## src/rtl/loan_io_led_pkg.sv

```systemverilog
// Shared types and register map for the HPS loan-IO LED controller.
// Build with LOAN_IO_PWM_EN defined to include the PWM mode and DUTY registers.
package loan_io_led_pkg;

   typedef enum logic [1:0] {
      ModeOff   = 2'd0,
      ModeOn    = 2'd1,
      ModeBlink = 2'd2,
      ModePwm   = 2'd3
   } mode_e;

   localparam logic [1:0] RegCtrl   = 2'd0;
   localparam logic [1:0] RegHalf   = 2'd1;
   localparam logic [1:0] RegDuty   = 2'd2;
   localparam logic [1:0] RegStatus = 2'd3;

   localparam int unsigned CtrlW         = 4;
   localparam int unsigned CtrlInvBit    = 3;
   localparam int unsigned CtrlOeBit     = 2;
   localparam int unsigned StatusRiseBit = 1;

endpackage

```

## src/rtl/loan_io_led_ch.sv

```systemverilog
// One LED channel: CTRL/HALF_PERIOD/DUTY state, blink counter and registered pad drive.
// PWM mode and DUTY exist only when LOAN_IO_PWM_EN is defined.
module loan_io_led_ch
   import loan_io_led_pkg::*;
#(
   parameter int unsigned CNT_W = 24,
   parameter int unsigned PWM_W = 8
) (
   input  logic             clk_i,
   input  logic             rst_i,
   input  logic             tick_i,
   input  logic             wr_ctrl_i,
   input  logic             wr_half_i,
`ifdef LOAN_IO_PWM_EN
   input  logic             wr_duty_i,
   input  logic [PWM_W-1:0] duty_wdata_i,
   input  logic [PWM_W-1:0] pwm_cnt_i,
   output logic [PWM_W-1:0] duty_o,
`endif
   input  logic [CtrlW-1:0] ctrl_wdata_i,
   input  logic [CNT_W-1:0] half_wdata_i,
   output logic [CtrlW-1:0] ctrl_o,
   output logic [CNT_W-1:0] half_o,
   output logic             out_o,
   output logic             oe_o
);

   logic [CtrlW-1:0] ctrl_q, ctrl_d;
   logic [CNT_W-1:0] half_q, half_d;
   logic [CNT_W-1:0] cnt_q, cnt_d;
   logic             phase_q, phase_d;
   logic             out_q, out_d;
   logic             oe_q, oe_d;
   logic             mode_val;
   mode_e            mode_d;
`ifdef LOAN_IO_PWM_EN
   logic [PWM_W-1:0] duty_q, duty_d;
`endif

   always_comb begin
      ctrl_d  = wr_ctrl_i ? ctrl_wdata_i : ctrl_q;
      half_d  = wr_half_i ? half_wdata_i : half_q;
      cnt_d   = cnt_q;
      phase_d = phase_q;
      // A configuration write restarts the blink even on a tick cycle.
      if (wr_ctrl_i || wr_half_i) begin
         cnt_d   = '0;
         phase_d = 1'b0;
      end else if (tick_i && (mode_e'(ctrl_q[1:0]) == ModeBlink)) begin
         if (half_q == '0) begin
            cnt_d   = '0;
            phase_d = 1'b0;
         end else if (cnt_q == half_q - CNT_W'(1)) begin
            cnt_d   = '0;
            phase_d = ~phase_q;
         end else begin
            cnt_d = cnt_q + CNT_W'(1);
         end
      end
   end

`ifdef LOAN_IO_PWM_EN
   assign duty_d = wr_duty_i ? duty_wdata_i : duty_q;
`endif

   // Output registers follow the next state so the pad reflects a write one cycle later.
   assign mode_d = mode_e'(ctrl_d[1:0]);

   always_comb begin
      mode_val = 1'b0;
      unique case (mode_d)
         ModeOff:   mode_val = 1'b0;
         ModeOn:    mode_val = 1'b1;
         ModeBlink: mode_val = phase_d;
`ifdef LOAN_IO_PWM_EN
         ModePwm:   mode_val = (pwm_cnt_i < duty_d);
`else
         ModePwm:   mode_val = 1'b0;
`endif
         default:   mode_val = 1'b0;
      endcase
      out_d = mode_val ^ ctrl_d[CtrlInvBit];
      oe_d  = ctrl_d[CtrlOeBit];
   end

   always_ff @(posedge clk_i or posedge rst_i) begin
      if (rst_i) begin
         ctrl_q  <= '0;
         half_q  <= '0;
         cnt_q   <= '0;
         phase_q <= 1'b0;
         out_q   <= 1'b0;
         oe_q    <= 1'b0;
`ifdef LOAN_IO_PWM_EN
         duty_q  <= '0;
`endif
      end else begin
         ctrl_q  <= ctrl_d;
         half_q  <= half_d;
         cnt_q   <= cnt_d;
         phase_q <= phase_d;
         out_q   <= out_d;
         oe_q    <= oe_d;
`ifdef LOAN_IO_PWM_EN
         duty_q  <= duty_d;
`endif
      end
   end

   assign ctrl_o = ctrl_q;
   assign half_o = half_q;
   assign out_o  = out_q;
   assign oe_o   = oe_q;
`ifdef LOAN_IO_PWM_EN
   assign duty_o = duty_q;
`endif

endmodule

```

## src/rtl/loan_io_led_ctrl.sv

```systemverilog
// Avalon-MM LED controller for HPS loan-IO pads: prescaler, PWM counter, input sync, read mux.
// Define LOAN_IO_PWM_EN to build the PWM mode, DUTY registers and shared PWM counter.
module loan_io_led_ctrl
   import loan_io_led_pkg::*;
#(
   parameter int unsigned CH_NUM = 4,
   parameter int unsigned CNT_W  = 24,
   parameter int unsigned PWM_W  = 8,
   parameter int unsigned PRESC  = 25000,
   localparam int unsigned AW    = $clog2(CH_NUM) + 2
) (
   input  logic              clk_i,
   input  logic              rst_i,
   input  logic [AW-1:0]     avs_address,
   input  logic              avs_write,
   input  logic              avs_read,
   input  logic [31:0]       avs_writedata,
   output logic [31:0]       avs_readdata,
   output logic              avs_readdatavalid,
   input  logic [CH_NUM-1:0] loan_io_in,
   output logic [CH_NUM-1:0] loan_io_out,
   output logic [CH_NUM-1:0] loan_io_oe
);

   localparam int unsigned PsW = (PRESC > 1) ? $clog2(PRESC) : 1;

   logic [PsW-1:0]    presc_q, presc_d;
   logic              tick;
   logic [31:0]       ch_idx;
   logic [1:0]        reg_sel;
   logic [CH_NUM-1:0] wr_ctrl, wr_half, rise_clr;
   logic [CH_NUM-1:0] sync1_q, sync2_q, rise_q, rise_d;
   logic [CtrlW-1:0]  ctrl_rd [CH_NUM];
   logic [CNT_W-1:0]  half_rd [CH_NUM];
   logic [31:0]       rdata_q, rdata_d;
   logic              rvalid_q;
   logic              unused_wdata;
`ifdef LOAN_IO_PWM_EN
   logic [PWM_W-1:0]  pwm_cnt_q, pwm_cnt_d;
   logic [CH_NUM-1:0] wr_duty;
   logic [PWM_W-1:0]  duty_rd [CH_NUM];

   assign pwm_cnt_d = pwm_cnt_q + PWM_W'(1);
`endif

   assign tick         = (presc_q == PsW'(PRESC - 1));
   assign presc_d      = tick ? '0 : presc_q + PsW'(1);
   assign ch_idx       = 32'(avs_address) >> 2;
   assign reg_sel      = avs_address[1:0];
   assign unused_wdata = ^avs_writedata;
   // Set wins over a coincident clear.
   assign rise_d       = (rise_q & ~rise_clr) | (sync1_q & ~sync2_q);

   for (genvar i = 0; i < CH_NUM; i++) begin : g_ch
      logic sel;
      assign sel         = avs_write && (ch_idx == 32'(i));
      assign wr_ctrl[i]  = sel && (reg_sel == RegCtrl);
      assign wr_half[i]  = sel && (reg_sel == RegHalf);
      assign rise_clr[i] = sel && (reg_sel == RegStatus) && avs_writedata[StatusRiseBit];
`ifdef LOAN_IO_PWM_EN
      assign wr_duty[i]  = sel && (reg_sel == RegDuty);
`endif

      loan_io_led_ch #(
         .CNT_W(CNT_W),
         .PWM_W(PWM_W)
      ) u_ch (
         .clk_i       (clk_i),
         .rst_i       (rst_i),
         .tick_i      (tick),
         .wr_ctrl_i   (wr_ctrl[i]),
         .wr_half_i   (wr_half[i]),
`ifdef LOAN_IO_PWM_EN
         .wr_duty_i   (wr_duty[i]),
         .duty_wdata_i(avs_writedata[PWM_W-1:0]),
         .pwm_cnt_i   (pwm_cnt_d),
         .duty_o      (duty_rd[i]),
`endif
         .ctrl_wdata_i(avs_writedata[CtrlW-1:0]),
         .half_wdata_i(avs_writedata[CNT_W-1:0]),
         .ctrl_o      (ctrl_rd[i]),
         .half_o      (half_rd[i]),
         .out_o       (loan_io_out[i]),
         .oe_o        (loan_io_oe[i])
      );
   end

   // Registers are sampled before the write lands, so a same-cycle read sees the old value.
   always_comb begin
      rdata_d = '0;
      if (avs_read) begin
         for (int i = 0; i < CH_NUM; i++) begin
            if (ch_idx == 32'(i)) begin
               case (reg_sel)
                  RegCtrl:   rdata_d = 32'(ctrl_rd[i]);
                  RegHalf:   rdata_d = 32'(half_rd[i]);
`ifdef LOAN_IO_PWM_EN
                  RegDuty:   rdata_d = 32'(duty_rd[i]);
`endif
                  RegStatus: rdata_d = {30'd0, rise_q[i], sync2_q[i]};
                  default:   rdata_d = '0;
               endcase
            end
         end
      end
   end

   always_ff @(posedge clk_i or posedge rst_i) begin
      if (rst_i) begin
         presc_q   <= '0;
         sync1_q   <= '0;
         sync2_q   <= '0;
         rise_q    <= '0;
         rdata_q   <= '0;
         rvalid_q  <= 1'b0;
`ifdef LOAN_IO_PWM_EN
         pwm_cnt_q <= '0;
`endif
      end else begin
         presc_q   <= presc_d;
         sync1_q   <= loan_io_in;
         sync2_q   <= sync1_q;
         rise_q    <= rise_d;
         rdata_q   <= rdata_d;
         rvalid_q  <= avs_read;
`ifdef LOAN_IO_PWM_EN
         pwm_cnt_q <= pwm_cnt_d;
`endif
      end
   end

   assign avs_readdata      = rdata_q;
   assign avs_readdatavalid = rvalid_q;

endmodule

```

## config.mk

```make
export PLATFORM = sky130hd
export DESIGN_NAME = loan_io_led_ctrl
export DESIGN_NICKNAME = d
export VERILOG_FILES = /design/src/rtl/loan_io_led_pkg.sv /design/src/rtl/loan_io_led_ch.sv /design/src/rtl/loan_io_led_ctrl.sv
export SDC_FILE = /design/constraint.sdc
export NUM_CORES = 1
export LEC_CHECK = 0
export BUFFER_PORTS_ARGS = -buffer_cell sky130_fd_sc_hd__buf_2
export CAP_MARGIN = 40
export CORE_MARGIN = 4
export CORE_UTILIZATION = 34
export DETAILED_ROUTE_END_ITERATION = 8
export SYNTH_ARGS = -nofsm -noshare
export SYNTH_HDL_FRONTEND = slang
export SYNTH_SLANG_ARGS = --single-unit
```

## constraint.sdc

```tcl
create_clock -name clk_i -period 11.54 [get_ports clk_i]
set_clock_uncertainty 0.2 [all_clocks]
set_input_delay 2.308 -clock clk_i [delete_from_list [all_inputs] [get_ports clk_i]]
set_output_delay 2.308 -clock clk_i [all_outputs]
set_load 0.1 [all_outputs]
```

==> results of run 1 <==
[worst max-delay path, stage by stage, from the launching register on]
cell and delay, ns:
sky130_fd_sc_hd__dfrtp_1 0.44, sky130_fd_sc_hd__inv_1 0.10, sky130_fd_sc_hd__ha_1 0.22, sky130_fd_sc_hd__or4b_1 0.63, sky130_fd_sc_hd__or4_4 0.59, sky130_fd_sc_hd__or4_1 0.52
sky130_fd_sc_hd__a2111o_1 0.46, sky130_fd_sc_hd__nor4_4 0.54, sky130_fd_sc_hd__or2_4 0.49, sky130_fd_sc_hd__o21ai_1 0.13, sky130_fd_sc_hd__a21o_1 0.21
[cell usage in the layout, fill, tap and decap left out, drive strengths merged, types with 22 or more instances in the layout]
cell / n
nor2b: 34
inv: 41
clkbuf: 43
nand4: 23
a21o: 23
mux4: 22
xor2: 72
mux2: 106
buf: 88
nand2: 117
o21ai: 98
nand2b: 34
nor2: 88
a21oi: 57
dfrtp: 268
mux2i: 34
nand3: 77
xnor2: 71
a31oi: 59
nor3: 47
nor4: 34
and3: 48
[report_power, final]
part / switching, W / total, W / internal (W)
combinational: 0.000424 / 0.000720 / 0.000296
clock: 0.000420 / 0.00103 / 0.000606
sequential: 0.000206 / 0.00125 / 0.00105
total: 0.00105 / 0.00300 / 0.00195
[area by class of cell]
type / instances / area share
multi-input combinational: 1260 / 0.491
sequential: 268 / 0.371
clock buffer: 42 / 0.0490
tap: 607 / 0.0420
timing repair buffer: 90 / 0.0289
clock inverter: 16 / 0.00996
inverter: 40 / 0.00871
[cells by family (layout without fill, tap and decap cells)]
| kind of cell | Yosys count | count (layout) | synth area share |
|---|---|---|---|
| flip-flops | 268 | 268 | 0.414 |
| AND/OR/NAND/NOR | 604 | 604 | 0.201 |
| other | 1 | 8 | 0.000232 |
| adder cells (fa/ha/maj) | 13 | 13 | 0.0101 |
| AO/OA/AOI/OAI | 330 | 330 | 0.129 |
| buffers and inverters | 143 | 188 | 0.0417 |
| multiplexers | 162 | 162 | 0.125 |
| XOR/XNOR | 143 | 143 | 0.0774 |
[worst max-delay path by stage]
stage | endpoint | cells past startpoint
after floorplan | avs_readdata[0] | 1
after detailed placement | g_ch[3].u_ch.out_o | 9
final | g_ch[2].u_ch.cnt_q[5] | 10
after global placement | g_ch[3].u_ch.out_o | 9
after global routing | g_ch[3].u_ch.cnt_q[4] | 12
after CTS | g_ch[3].u_ch.out_o | 9
[state kept, by name, summed over array words and instances, names as in the netlist]
register and flops:
avs_readdata 24, sync2_q 4, g_ch.u_ch.out_o 4, sync1_q 4
g_ch.u_ch.ctrl_o 16, avs_readdatavalid 1, g_ch.u_ch.half_o 96, presc_q 15
g_ch.u_ch.cnt_q 96, rise_q 4, g_ch.u_ch.phase_q 4
[metal layers]
metal  vias up  share of wire
met4         0          0.024
met1      6516           0.45
met2       333           0.47
li1       6148              -
met3        69          0.051
met5         -              0
[per-stage QoR]
step	instance area (sq um)	instances	utilization	worst slack [ns]	total power, W
final	18100	2323	0.387	6.87	0.00300
after global routing	18100	2323	0.387	6.58	0.00315
after CTS	18100	2322	0.387	6.83	0.00303
after detailed placement	17000	2264	0.364	6.22	0.00199
after global placement	16900	2254	0.362	6.26	0.00197
after floorplan	16200	1671	-	1.65	0.00179
==> results, run 1 <==
- The run finished with clean final reports.
- The number of buffers inserted to repair setup after CTS is 0.
- The number of slew-limit violations in the final report is 0.
- The post-route worst hold slack is 0.178 ns.
- The total overflow reported by the global router is 0.
- The worst register-to-register path begins at g_ch[2].u_ch.half_o[0].
- For this run, design rule violations remaining after detail routing come to 0.
- The path type of the worst min-delay path is flop to flop.
- The worst setup path is captured at a flop.
- In the finished design, the share of the clock period the worst path needs comes to 0.405.
- In this run the worst setup path begins at g_ch[2].u_ch.half_o[0].
- Setup repair after global routing left no endpoint under its margin.
- The register bit count reported by yosys is 268.
- For this design the ratio of total power to cell area is 166 mW/mm^2.
- Post-CTS repair changed the size of 0 cells.
- The final layout contains 1748 nets.
- The post-DP HPWL is 33500 microns.
- The fraction of final layout cells sized beyond drive strength 1 is 0.170.
- After detailed routing, the number of vias per cell comes to 5.62.
- The startpoint of the tightest hold check path is sync1_q[3].
- The path depth of the worst reg2reg path is 10.
- For this run, global-route usage on met1 was measured as 0.249.
- 85 I/O pins were placed.
- The headroom to the max-slew limit is 0.368.
- The type of the worst setup path is flop to flop.
- The synthesized design spends more area on one cell type than any other, namely sky130_fd_sc_hd__dfrtp_1.
- In this run the clock root is driven by a sky130_fd_sc_hd__clkbuf_16.
- The number of antenna repair diodes is 0.
- The worst ir drop on vdd is 0.000130 V.
- Clock-pin slew was measured on the worst setup and hold paths at 0.06 ns.
- For the worst-skew pair, the clock arrives at the later sink with an insertion delay of 0.59 ns.
- The maximum root-to-sink buffer count is 3.
- The data required time at the worst endpoint is approximately 12 ns.
- Entering global routing, the biggest net connects 168 pins.
- In the post-synthesis netlist, the biggest area contributors are sky130_fd_sc_hd__dfrtp_1 41%, sky130_fd_sc_hd__mux2_2 7.4%, sky130_fd_sc_hd__xor2_1 3.9%.
- The endpoint with the worst hold slack is sync2_q[3].
- The post-synthesis cell type count is 77.
- The most used flip-flop cell after synthesis is sky130_fd_sc_hd__dfrtp_1.
- The multi-input logic area is just under 0.009 sq mm.
- The area occupied by registers is 0.00671 sq mm.
- The top fanout value on the critical path is 40.
- The routability-driven placement congestion ratio is 0.834.
- The number of inserted filler cells in the final layout is 4652.
- The minimum clock period after layout is 4.67 ns.
- The dominant cell by count in the synthesized netlist is sky130_fd_sc_hd__dfrtp_1.
- After synthesis, the most frequently instantiated cells are 268 x sky130_fd_sc_hd__dfrtp_1, 117 x sky130_fd_sc_hd__nand2_1, 106 x sky130_fd_sc_hd__mux2_2, 88 x sky130_fd_sc_hd__nor2_1, 83 x sky130_fd_sc_hd__o21ai_0.
- Along the worst hold path, the cell count comes to 0.
- The cell area after synthesis is 0.0162 sq mm.
- The detailed-route via count is 13100.
- For this run, the number of Yosys warnings is 0.
- After synthesis, the share of flip-flops with an asynchronous set or reset is 1.00.
- For this run, global-route usage on met3 was measured as 0.0272.
- The total of hold buffers inserted after clock tree synthesis is 0.
- The worst-margin pin slew is between 0.9 and 1 ns.
- The number of antenna violations at the first check in global routing was 0.
- The number of clock buffers inserted by TritonCTS is 31.
- The floorplan core area is around 0.047 sq mm.
- The die area is 0.0512 sq mm.
- In this run the horizontal extent of the chip is between 200 and 250 microns.
- The global routing usage on met2 is 0.293.
- The count of final hold-check violations is 0.
- The global-route wire length before repair is 73000 microns.
- Counting flops with a built-in enable in the synthesized netlist gives 0.
- The final setup violation count is 0.
- In the final routed layout, each cell accounts on average for approximately 20 microns.
- The endpoint of the lowest-slack register-to-register path is g_ch[2].u_ch.cnt_q[5].
- The row count is 79.
- Adding up every negative setup slack in the final design gives 0 ns.
- For this run, the total global-route usage over all layers was measured as 0.179.
- TritonCTS built the clock tree.
- The worst reg-to-reg setup slack is ~6.9 ns.
- Each instance of the synthesized netlist takes up on average slightly below 10 sq um.
- The post-detailed-routing wire length is approximately 46000 microns.
- Across the run, the number of max-cap violations was 0.
- The standby leakage power is 7.66 nW.
- The area growth from synthesis to layout is 11.8%.
- The via count of the first global-routing pass is about 13000.
- STA puts the critical path data arrival time at just under 5 ns.
- The count of mapped cells out of synthesis is 1664.
- For this block, the initial DRC count from the detailed router was 909.
- The fmax is 0.214 GHz.
- Of the post-synthesis cell area, the dominant cell type holds 0.414.
- The critical path startpoint category is a flop.
- The first detailed-routing pass took 6 iterations.
- The clock sink count is ~270.
- The count of buffers inserted at the top-level ports is 68.
- The die outline height is 226 microns.
- The residual antenna-violating net count after detailed routing is 0.
- The global routing stage identified its most utilized layer as met2.
- The initial cell density of the core is 0.346.
- For this run, the register share of the synthesized area comes to 0.414.
- In this run the number of H-tree levels came out at 1.
No activity file was read; power rests on OpenSTA's default activity.
==> run 2: changes to the inputs <==
==> constraint.sdc (replaced) <==
create_clock -name clk_i -period 4.8 [get_ports clk_i]
set_clock_uncertainty 0.2 [all_clocks]
set_input_delay 0.96 -clock clk_i [delete_from_list [all_inputs] [get_ports clk_i]]
set_output_delay 0.96 -clock clk_i [all_outputs]
set_load 0.1 [all_outputs]
==> run 2 against run 1 <==
  * Design area is 0.53% higher
  * Final cell count grew 0.43%
  * Critical path depth unchanged
  * Sequential power increased by 140%
  * Setup slack worse by 6.4 ns
  * Via count is 1.6% higher
  * Highest routed layer unchanged
==> results, run 2 (synthesis gave the netlist of run 1 again) <==
- The die area came to 0.0512 sq mm (unchanged).
- The residual antenna-violating net count after detailed routing came to 0 (unchanged).
- The clock transition at the registers of the reported paths came to 0.07 ns (was 0.06 ns).
- The global-route wire length before repair is 73700 microns (was 73000 microns).
- The routability-driven placement congestion ratio is 0.857 (was 0.834).
- The row count is 79 (unchanged).
- The most common cell after layout, fill and taps aside is sky130_fd_sc_hd__dfrtp_1 (unchanged).
- The post-detailed-routing wire length is 46700 microns (was 46100 microns).
- The maximum level of the CTS H-tree is 1 (unchanged).
- The number of cells on the worst hold path was 0 (unchanged).
- Outcome: finished clean (unchanged).
- The fmax is 0.233 GHz (was 0.214 GHz).
- The path depth of the worst reg2reg path is 10 (unchanged).
- The maximum root-to-sink buffer count is 3 (unchanged).
- The number of clock buffers inserted by TritonCTS is 31 (unchanged).
- The path type of the worst min-delay path is flop to flop (unchanged).
- The data required time at the worst endpoint came to 5.07 ns (was 11.80 ns).
- The detailed-routing iteration count for the pre-antenna-repair pass was 6 (unchanged).
- The layout overhead on the synthesized area was 12.4% (was 11.8%).
- The die outline height was 226 microns (unchanged).
- The total of hold buffers inserted after clock tree synthesis was 0 (unchanged).
- The critical path startpoint category is a flop (unchanged).
- The combined global-route utilization of all metal layers is 0.180 (was 0.179).
- The type of element capturing the critical path is a flop (unchanged).
- The global routing usage on met2 is 0.292 (was 0.293).
- The clock sink count is 268 (unchanged).
- The worst-margin pin slew is 0.881 ns (was 0.947 ns).
- The top fanout value on the critical path is 40 (unchanged).
- The fraction of final layout cells sized beyond drive strength 1 was 0.177 (was 0.170).
- The overall die width came to 226 microns (unchanged).
- The count of unresolved DRC violations after routing came to 0 (unchanged).
- The minimum clock period after layout is 4.30 ns (was 4.67 ns).
- The number of buffer and inverter instances along the worst setup path was 1 (unchanged).
- The iteration-0 DRC count of the detailed router was 1077 (was 909).
- The average detailed-routed wire length per instance is 20.0 microns (was 19.9 microns).
- The number of cells upsized or downsized after cts came to 0 (unchanged).
- The number of stages on the worst setup path is 10 (unchanged).
- The initial cell density of the core came to 0.346 (unchanged).
- The met3 usage is 0.0252 (was 0.0272).
- The floorplan core area is 0.0468 sq mm (unchanged).
- The number of antenna violations at the first check in global routing is 1 (was 0).
- The net switching share of the total power is 0.350 (about the same).
- The total negative slack was 0 ns (unchanged).
- The CTS tree is done (unchanged).
- The met1 routing resource usage after global routing was 0.251 (was 0.249).
- The headroom to the max-slew limit was 0.407 (was 0.368).
- The clock latency reported for the late side of the worst-skew pair was 0.58 ns (was 0.59 ns).
- Most used cells in the layout excluding fill and tap cells: 268 x sky130_fd_sc_hd__dfrtp_1, 117 x sky130_fd_sc_hd__nand2_1, 106 x sky130_fd_sc_hd__mux2_2 (unchanged).
- The post-detailed-route via-to-cell ratio is 5.69 (was 5.62).
- The switching power is 0.00257 W (was 0.00105 W).
- The largest incremental delay on the critical path is 0.63 ns (about the same).
- The number of inserted filler cells in the final layout was 4613 (was 4652).
- The cell class contributing the biggest share of worst-path delay is simple AND/OR/NAND/NOR gates (unchanged).
- The peak-usage layer in the global routing report is met2 (unchanged).
- The number of buffers inserted to repair setup after CTS is 0 (unchanged).
- The number of nets in the finished design is 1757 (was 1748).
- The worst ir drop on vdd came to 0.000316 V (was 0.000130 V).
- The combinational share of power was 0.245 (was 0.240).
- The number of max-cap violations was 0 (unchanged).
- The type of the worst setup path is flop to flop (unchanged).
- The count of final hold-check violations is 0 (unchanged).
- The clock share of power is 0.347 (was 0.342).
- The arrival time at the worst endpoint is 4.56 ns (was 4.93 ns).
- The number of slew-limit violations in the final report is 0 (unchanged).
- The final setup violation count is 0 (unchanged).
- The via count of the first global-routing pass came to 12800 (was 12700).
- The internal power was 0.00477 W (was 0.00195 W).
- The detailed-route via count came to 13300 (was 13100).
- The post-DP HPWL is 34100 microns (was 33500 microns).
- The post-layout total power came to 0.00734 W (was 0.00300 W).
- The largest net degree at the start of global routing is 154 (was 168).
- The I/O pin total is 85 (unchanged).
- The slowest cell on the critical path is sky130_fd_sc_hd__or4b_1 (unchanged).
- The cell at the root of the clock tree was sky130_fd_sc_hd__clkbuf_16 (unchanged).
- The power share of the sequential group is 0.408 (was 0.418).
- Critical path cell sequence: inv_1, ha_1, or4b_1, or4_4, or4_1, a2111o_1, nor4_4, or2_4, o21ai_1, a21o_1 (unchanged).
- The total overflow reported by the global router is 0 (unchanged).
- The standby leakage power was 7.72 nW (was 7.66 nW).
- The count of buffers inserted at the top-level ports is 68 (unchanged).
- The total power divided by cell area came to 404 mW/mm^2 (was 166 mW/mm^2).
- Setup repair after global routing missed its margin: false (unchanged).
- The share of the cycle needed by the critical path after routing was 0.895 (was 0.405).
## run 2: cell count changes in the layout (fill, tap and decap cells not counted), moves of 2 or more
cell | before | now
sky130_fd_sc_hd__clkinv_4 | 3 | 5
sky130_fd_sc_hd__clkbuf_1 | 4 | 1
sky130_fd_sc_hd__buf_4 | 13 | 29
sky130_fd_sc_hd__buf_1 | 2 | 0
sky130_fd_sc_hd__buf_2 | 71 | 68
sky130_fd_sc_hd__bufinv_16 | 3 | 5
sky130_fd_sc_hd__clkbuf_8 | 7 | 4
sky130_fd_sc_hd__inv_6 | 1 | 3
sky130_fd_sc_hd__diode_2 | 0 | 2
## run 2: path summary, 6_finish.rpt
kind / startpoint / endpoint / slack [ns]
setup / recovery: g_ch[2].u_ch.half_o[0] / g_ch[2].u_ch.cnt_q[14] / 0.50
hold / removal: sync1_q[1] / sync2_q[1] / 0.18
setup reg to reg: g_ch[2].u_ch.half_o[0] / g_ch[2].u_ch.cnt_q[14] / 0.50
hold reg to reg: sync1_q[1] / sync2_q[1] / 0.18
max in group asynchronous: rst_i / sync1_q[3] / 3.02
min in group asynchronous: rst_i / g_ch[0].u_ch.cnt_q[21] / 0.19
## run 2: power by group through the flow
stage / combinational, W / sequential (W) / clock, W
floorplan: 0.00144 / 0.00285 / 0
finish: 0.00180 / 0.00299 / 0.00255
global placement: 0.00175 / 0.00301 / 0
global route: 0.00195 / 0.00303 / 0.00270
detailed placement: 0.00178 / 0.00302 / 0
CTS: 0.00180 / 0.00298 / 0.00261
## run 2: layer usage
layer  vias to the layer above  wire, microns
met3                        89           2580
li1                       6154              -
met5                         -              0
met1                      6643          20700
met4                         0           1530
met2                       394          21900
## run 2: area by class of cell
type / count / area [sq um] / share of cell area
inverters: 40 / 154 / 0.00846
flip-flops and latches: 268 / 6710 / 0.369
multi-input cells: 1260 / 8880 / 0.488
clock inverters: 21 / 268 / 0.0147
well taps: 607 / 759 / 0.0418
diodes: 2 / 5.00 / 0.000275
clock buffers: 36 / 835 / 0.0459
repair buffers: 99 / 583 / 0.0321
## run 2: per-stage QoR
stage                util  hold slack [ns]  std cells  instance area, sq um  worst slack (ns)
floorplan               -            0.154       1671                 16200             0.101
global placement    0.365            0.164       2271                 17100             0.579
detailed placement  0.365            0.167       2273                 17100             0.520
CTS                 0.389            0.180       2330                 18200             0.489
global route        0.389            0.186       2331                 18200             0.217
finish              0.389            0.177       2333                 18200             0.504
## run 2: worst reg2reg max path: stages, from the launching register on
cell and delay (ns):
sky130_fd_sc_hd__dfrtp_1 0.44, sky130_fd_sc_hd__inv_1 0.10, sky130_fd_sc_hd__ha_1 0.22, sky130_fd_sc_hd__or4b_1 0.63, sky130_fd_sc_hd__or4_4 0.59, sky130_fd_sc_hd__or4_1 0.52, sky130_fd_sc_hd__a2111o_1 0.46, sky130_fd_sc_hd__nor4_4 0.25
sky130_fd_sc_hd__or2_4 0.43, sky130_fd_sc_hd__o21ai_1 0.15, sky130_fd_sc_hd__a21o_1 0.20
==> run 3: changes to the inputs <==
--- a/config.mk
+++ b/config.mk
@@ -7,9 +7,12 @@
 export LEC_CHECK = 0
 export BUFFER_PORTS_ARGS = -buffer_cell sky130_fd_sc_hd__buf_2
 export CAP_MARGIN = 40
+export CORE_ASPECT_RATIO = 2
 export CORE_MARGIN = 4
-export CORE_UTILIZATION = 34
+export CORE_UTILIZATION = 55
 export DETAILED_ROUTE_END_ITERATION = 8
+export MAX_ROUTING_LAYER = met4
+export PLACE_DENSITY = 0.73
 export SYNTH_ARGS = -nofsm -noshare
 export SYNTH_HDL_FRONTEND = slang
 export SYNTH_SLANG_ARGS = --single-unit
==> run 3 against run 2 <==
  * Fmax rose by 0.73%
  * Die area decreased by 37%
  * Utilization grew 23 points
  * Setup slack gained 0.031 ns
  * Routed wire length fell by 2.3%
  * Non-clock buffer count grew 12
  * First-iteration DRC count down 13%
  * Worst hold slack lost 0.069 ns
  * Design area decreased by 2.2%
  * Register-to-register slack improved by 0.03 ns
  * Combinational power rose by 2%
  * Sequential power hardly changed
  * Largest cell class unchanged
==> results, run 3 (synthesis gave the netlist of run 1 again) <==
- Critical path cell sequence: or4_1, or4_1, nor3_1, mux2_2, mux2i_1, a21oi_1, a31oi_4, buf_4, nand2_1, a31oi_1 (was inv_1, ha_1, or4b_1, or4_4, or4_1, a2111o_1, nor4_4, or2_4, o21ai_1, a21o_1).
- Outcome: finished clean (unchanged).
- The maximum level of the CTS H-tree is 1 (unchanged).
- The arrival time at the worst endpoint is 4.53 ns (was 4.56 ns).
- The I/O pin total is 85 (unchanged).
- The fraction of final layout cells sized beyond drive strength 1 is 0.177 (about the same).
- The path type of the worst min-delay path is input pin to asynchronous set/reset pin (was flop to flop).
- The data required time at the worst endpoint was 5.06 ns (was 5.07 ns).
- The row count was 88 (was 79).
- The count of unresolved DRC violations after routing is 0 (unchanged).
- The post-detailed-route via-to-cell ratio was 6.37 (was 5.69).
- The internal power is 0.00454 W (was 0.00477 W).
- The worst setup slack after layout was 0.535 ns (was 0.504 ns).
- The number of nets in the finished design was 1764 (was 1757).
- The number of inserted filler cells in the final layout is 2502 (was 4613).
- The pre-CTS setup slack came to 0.491 ns (was 0.520 ns).
- The core utilization of the finished layout is 0.614 (was 0.389).
- The total overflow reported by the global router is 0 (unchanged).
- The combined global-route utilization of all metal layers came to 0.290 (was 0.180).
- The minimum clock period after layout is 4.27 ns (was 4.30 ns).
- The largest incremental delay on the critical path is 0.61 ns (was 0.63 ns).
- The number of buffers inserted to repair setup after CTS is 0 (unchanged).
- The layout overhead on the synthesized area is 9.90% (was 12.4%).
- The detailed-route via count is 13300 (about the same).
- The via count of the first global-routing pass came to 13300 (was 12800).
- The type of element capturing the critical path is a flop (unchanged).
- The floorplan core area is 0.0290 sq mm (was 0.0468 sq mm).
- The clock latency reported for the late side of the worst-skew pair is 0.55 ns (was 0.58 ns).
- The cell class contributing the biggest share of worst-path delay is simple AND/OR/NAND/NOR gates (unchanged).
- The residual antenna-violating net count after detailed routing is 0 (unchanged).
- The net switching share of the total power is 0.355 (was 0.350).
- The origin of the worst setup path was g_ch[0].u_ch.half_o[7] (was g_ch[2].u_ch.half_o[0]).
- The total power divided by cell area is 396 mW/mm^2 (was 404 mW/mm^2).
- The post-DP HPWL came to 34100 microns (about the same).
- The clock sink count is 268 (unchanged).
- The number of cells upsized or downsized after cts is 0 (unchanged).
- The count of buffers inserted at the top-level ports is 68 (unchanged).
- The final setup violation count was 0 (unchanged).
- The worst-margin pin slew is 0.886 ns (was 0.881 ns).
- The maximum root-to-sink buffer count is 3 (unchanged).
- The fmax was 0.234 GHz (was 0.233 GHz).
- The global-route wire length before repair came to 72100 microns (was 73700 microns).
- The critical path startpoint category is a flop (unchanged).
- The number of max-cap violations was 0 (unchanged).
- The post-detailed-routing wire length is 45600 microns (was 46700 microns).
- The largest net degree at the start of global routing came to 154 (unchanged).
- The count of final hold-check violations is 0 (unchanged).
- The iteration-0 DRC count of the detailed router is 934 (was 1077).
- The worst reg-to-reg setup slack is 0.53 ns (was 0.50 ns).
- The type of the worst setup path is flop to flop (unchanged).
- Setup repair after global routing missed its margin: false (unchanged).
- The average detailed-routed wire length per instance came to 21.8 microns (was 20.0 microns).
- The power share of the sequential group is 0.423 (was 0.408).
- The top fanout value on the critical path was 26 (was 40).
- The clock transition at the registers of the reported paths was 0.07 ns (about the same).
- The slowest cell on the critical path is sky130_fd_sc_hd__or4_1 (was sky130_fd_sc_hd__or4b_1).
- The most common cell after layout, fill and taps aside is sky130_fd_sc_hd__dfrtp_1 (unchanged).
- The initial cell density of the core is 0.559 (was 0.346).
- The total of hold buffers inserted after clock tree synthesis is 0 (unchanged).
- The multi-input logic area is 0.00888 sq mm (unchanged).
- The combinational share of power was 0.262 (was 0.245).
- The CTS tree is done (unchanged).
- Among the stages of the critical path, the cell type that occurs most often is sky130_fd_sc_hd__or4_1.
- The post-route cell area is 0.0178 sq mm (was 0.0182 sq mm).
- The die area is 0.0324 sq mm (was 0.0512 sq mm).
- Most used cells in the layout excluding fill and tap cells: 268 x sky130_fd_sc_hd__dfrtp_1, 117 x sky130_fd_sc_hd__nand2_1, 106 x sky130_fd_sc_hd__mux2_2 (unchanged).
- The standby leakage power is 7.68 nW (was 7.72 nW).
- The total negative slack came to 0 ns (unchanged).
- The number of buffer and inverter instances along the worst setup path was 1 (unchanged).
- The headroom to the max-slew limit is 0.401 (was 0.407).
- The post-layout total power is 0.00705 W (was 0.00734 W).
- The overall die width is 129 microns (was 226 microns).
- The number of slew-limit violations in the final report came to 0 (unchanged).
- The routability-driven placement congestion ratio is 0.975 (was 0.857).
- The detailed-routing iteration count for the pre-antenna-repair pass came to 6 (unchanged).
- The number of clock buffers inserted by TritonCTS is 26 (was 31).
- The switching power is 0.00250 W (was 0.00257 W).
- The standard cell area after detailed placement is 0.0169 sq mm (was 0.0171 sq mm).
- The die outline height is 251 microns (was 226 microns).
- The share of the cycle needed by the critical path after routing is 0.889 (was 0.895).
- The number of antenna violations at the first check in global routing came to 2 (was 1).
- The cell at the root of the clock tree was sky130_fd_sc_hd__clkbuf_16 (unchanged).
- The worst ir drop on vdd was 0.000337 V (was 0.000316 V).
- The area occupied by registers came to 0.00671 sq mm (unchanged).
- The critical register-to-register path startpoint is g_ch[0].u_ch.half_o[7] (was g_ch[2].u_ch.half_o[0]).
- The clock share of power came to 0.315 (was 0.347).
run 3: changes by cell type in the layout (fill, tap and decap cells not counted), moves of 2 or more:
cell / change
sky130_fd_sc_hd__buf_4: +11
sky130_fd_sc_hd__clkbuf_1: +2
sky130_fd_sc_hd__clkbuf_8: -2
sky130_fd_sc_hd__clkinvlp_4: +3
sky130_fd_sc_hd__inv_6: -3
sky130_fd_sc_hd__clkinv_4: -3
sky130_fd_sc_hd__clkbuf_16: -4
run 3: final timing paths:
path | cells past startpoint | endpoint
hold reg to reg | 0 | sync2_q[2]
setup reg to reg | 10 | g_ch[0].u_ch.cnt_q[15]
max in group asynchronous | 3 | sync2_q[2]
hold / removal | 2 | g_ch[0].u_ch.half_o[12]
setup / recovery | 10 | g_ch[0].u_ch.cnt_q[15]
min in group clk_i | 0 | sync2_q[2]
run 3: power groups by stage:
stage	Combinational (W)	Sequential (W)	Clock, W
4_1_cts	0.00184	0.00297	0.00226
3_5_place_dp	0.00182	0.00301	0
2_1_floorplan	0.00144	0.00285	0
6_report	0.00184	0.00298	0.00222
5_1_grt	0.00199	0.00301	0.00236
3_3_place_gp	0.00178	0.00299	0
run 3: layout make-up:
class	count	area share
inverter	40	0.00865
sequential	268	0.377
tap	360	0.0253
timing repair buffer	111	0.0382
multi-input combinational	1260	0.499
clock buffer	32	0.0402
antenna	1	0.000141
clock inverter	16	0.0114
run 3: through the flow:
step | instances | hold WS [ns]
floorplan | 1671 | 0.154
global placement | 2035 | 0.160
detailed placement | 2039 | 0.167
CTS | 2087 | 0.0896
global route | 2088 | 0.106
finish | 2088 | 0.108
run 3: metal layers:
layer,routed length (microns),up-vias,global-route usage
li1,-,6186,-
met1,16500,6541,0.317
met2,23600,385,0.491
met3,1770,184,0.0305
met4,3700,0,0.190
met5,0,-,-
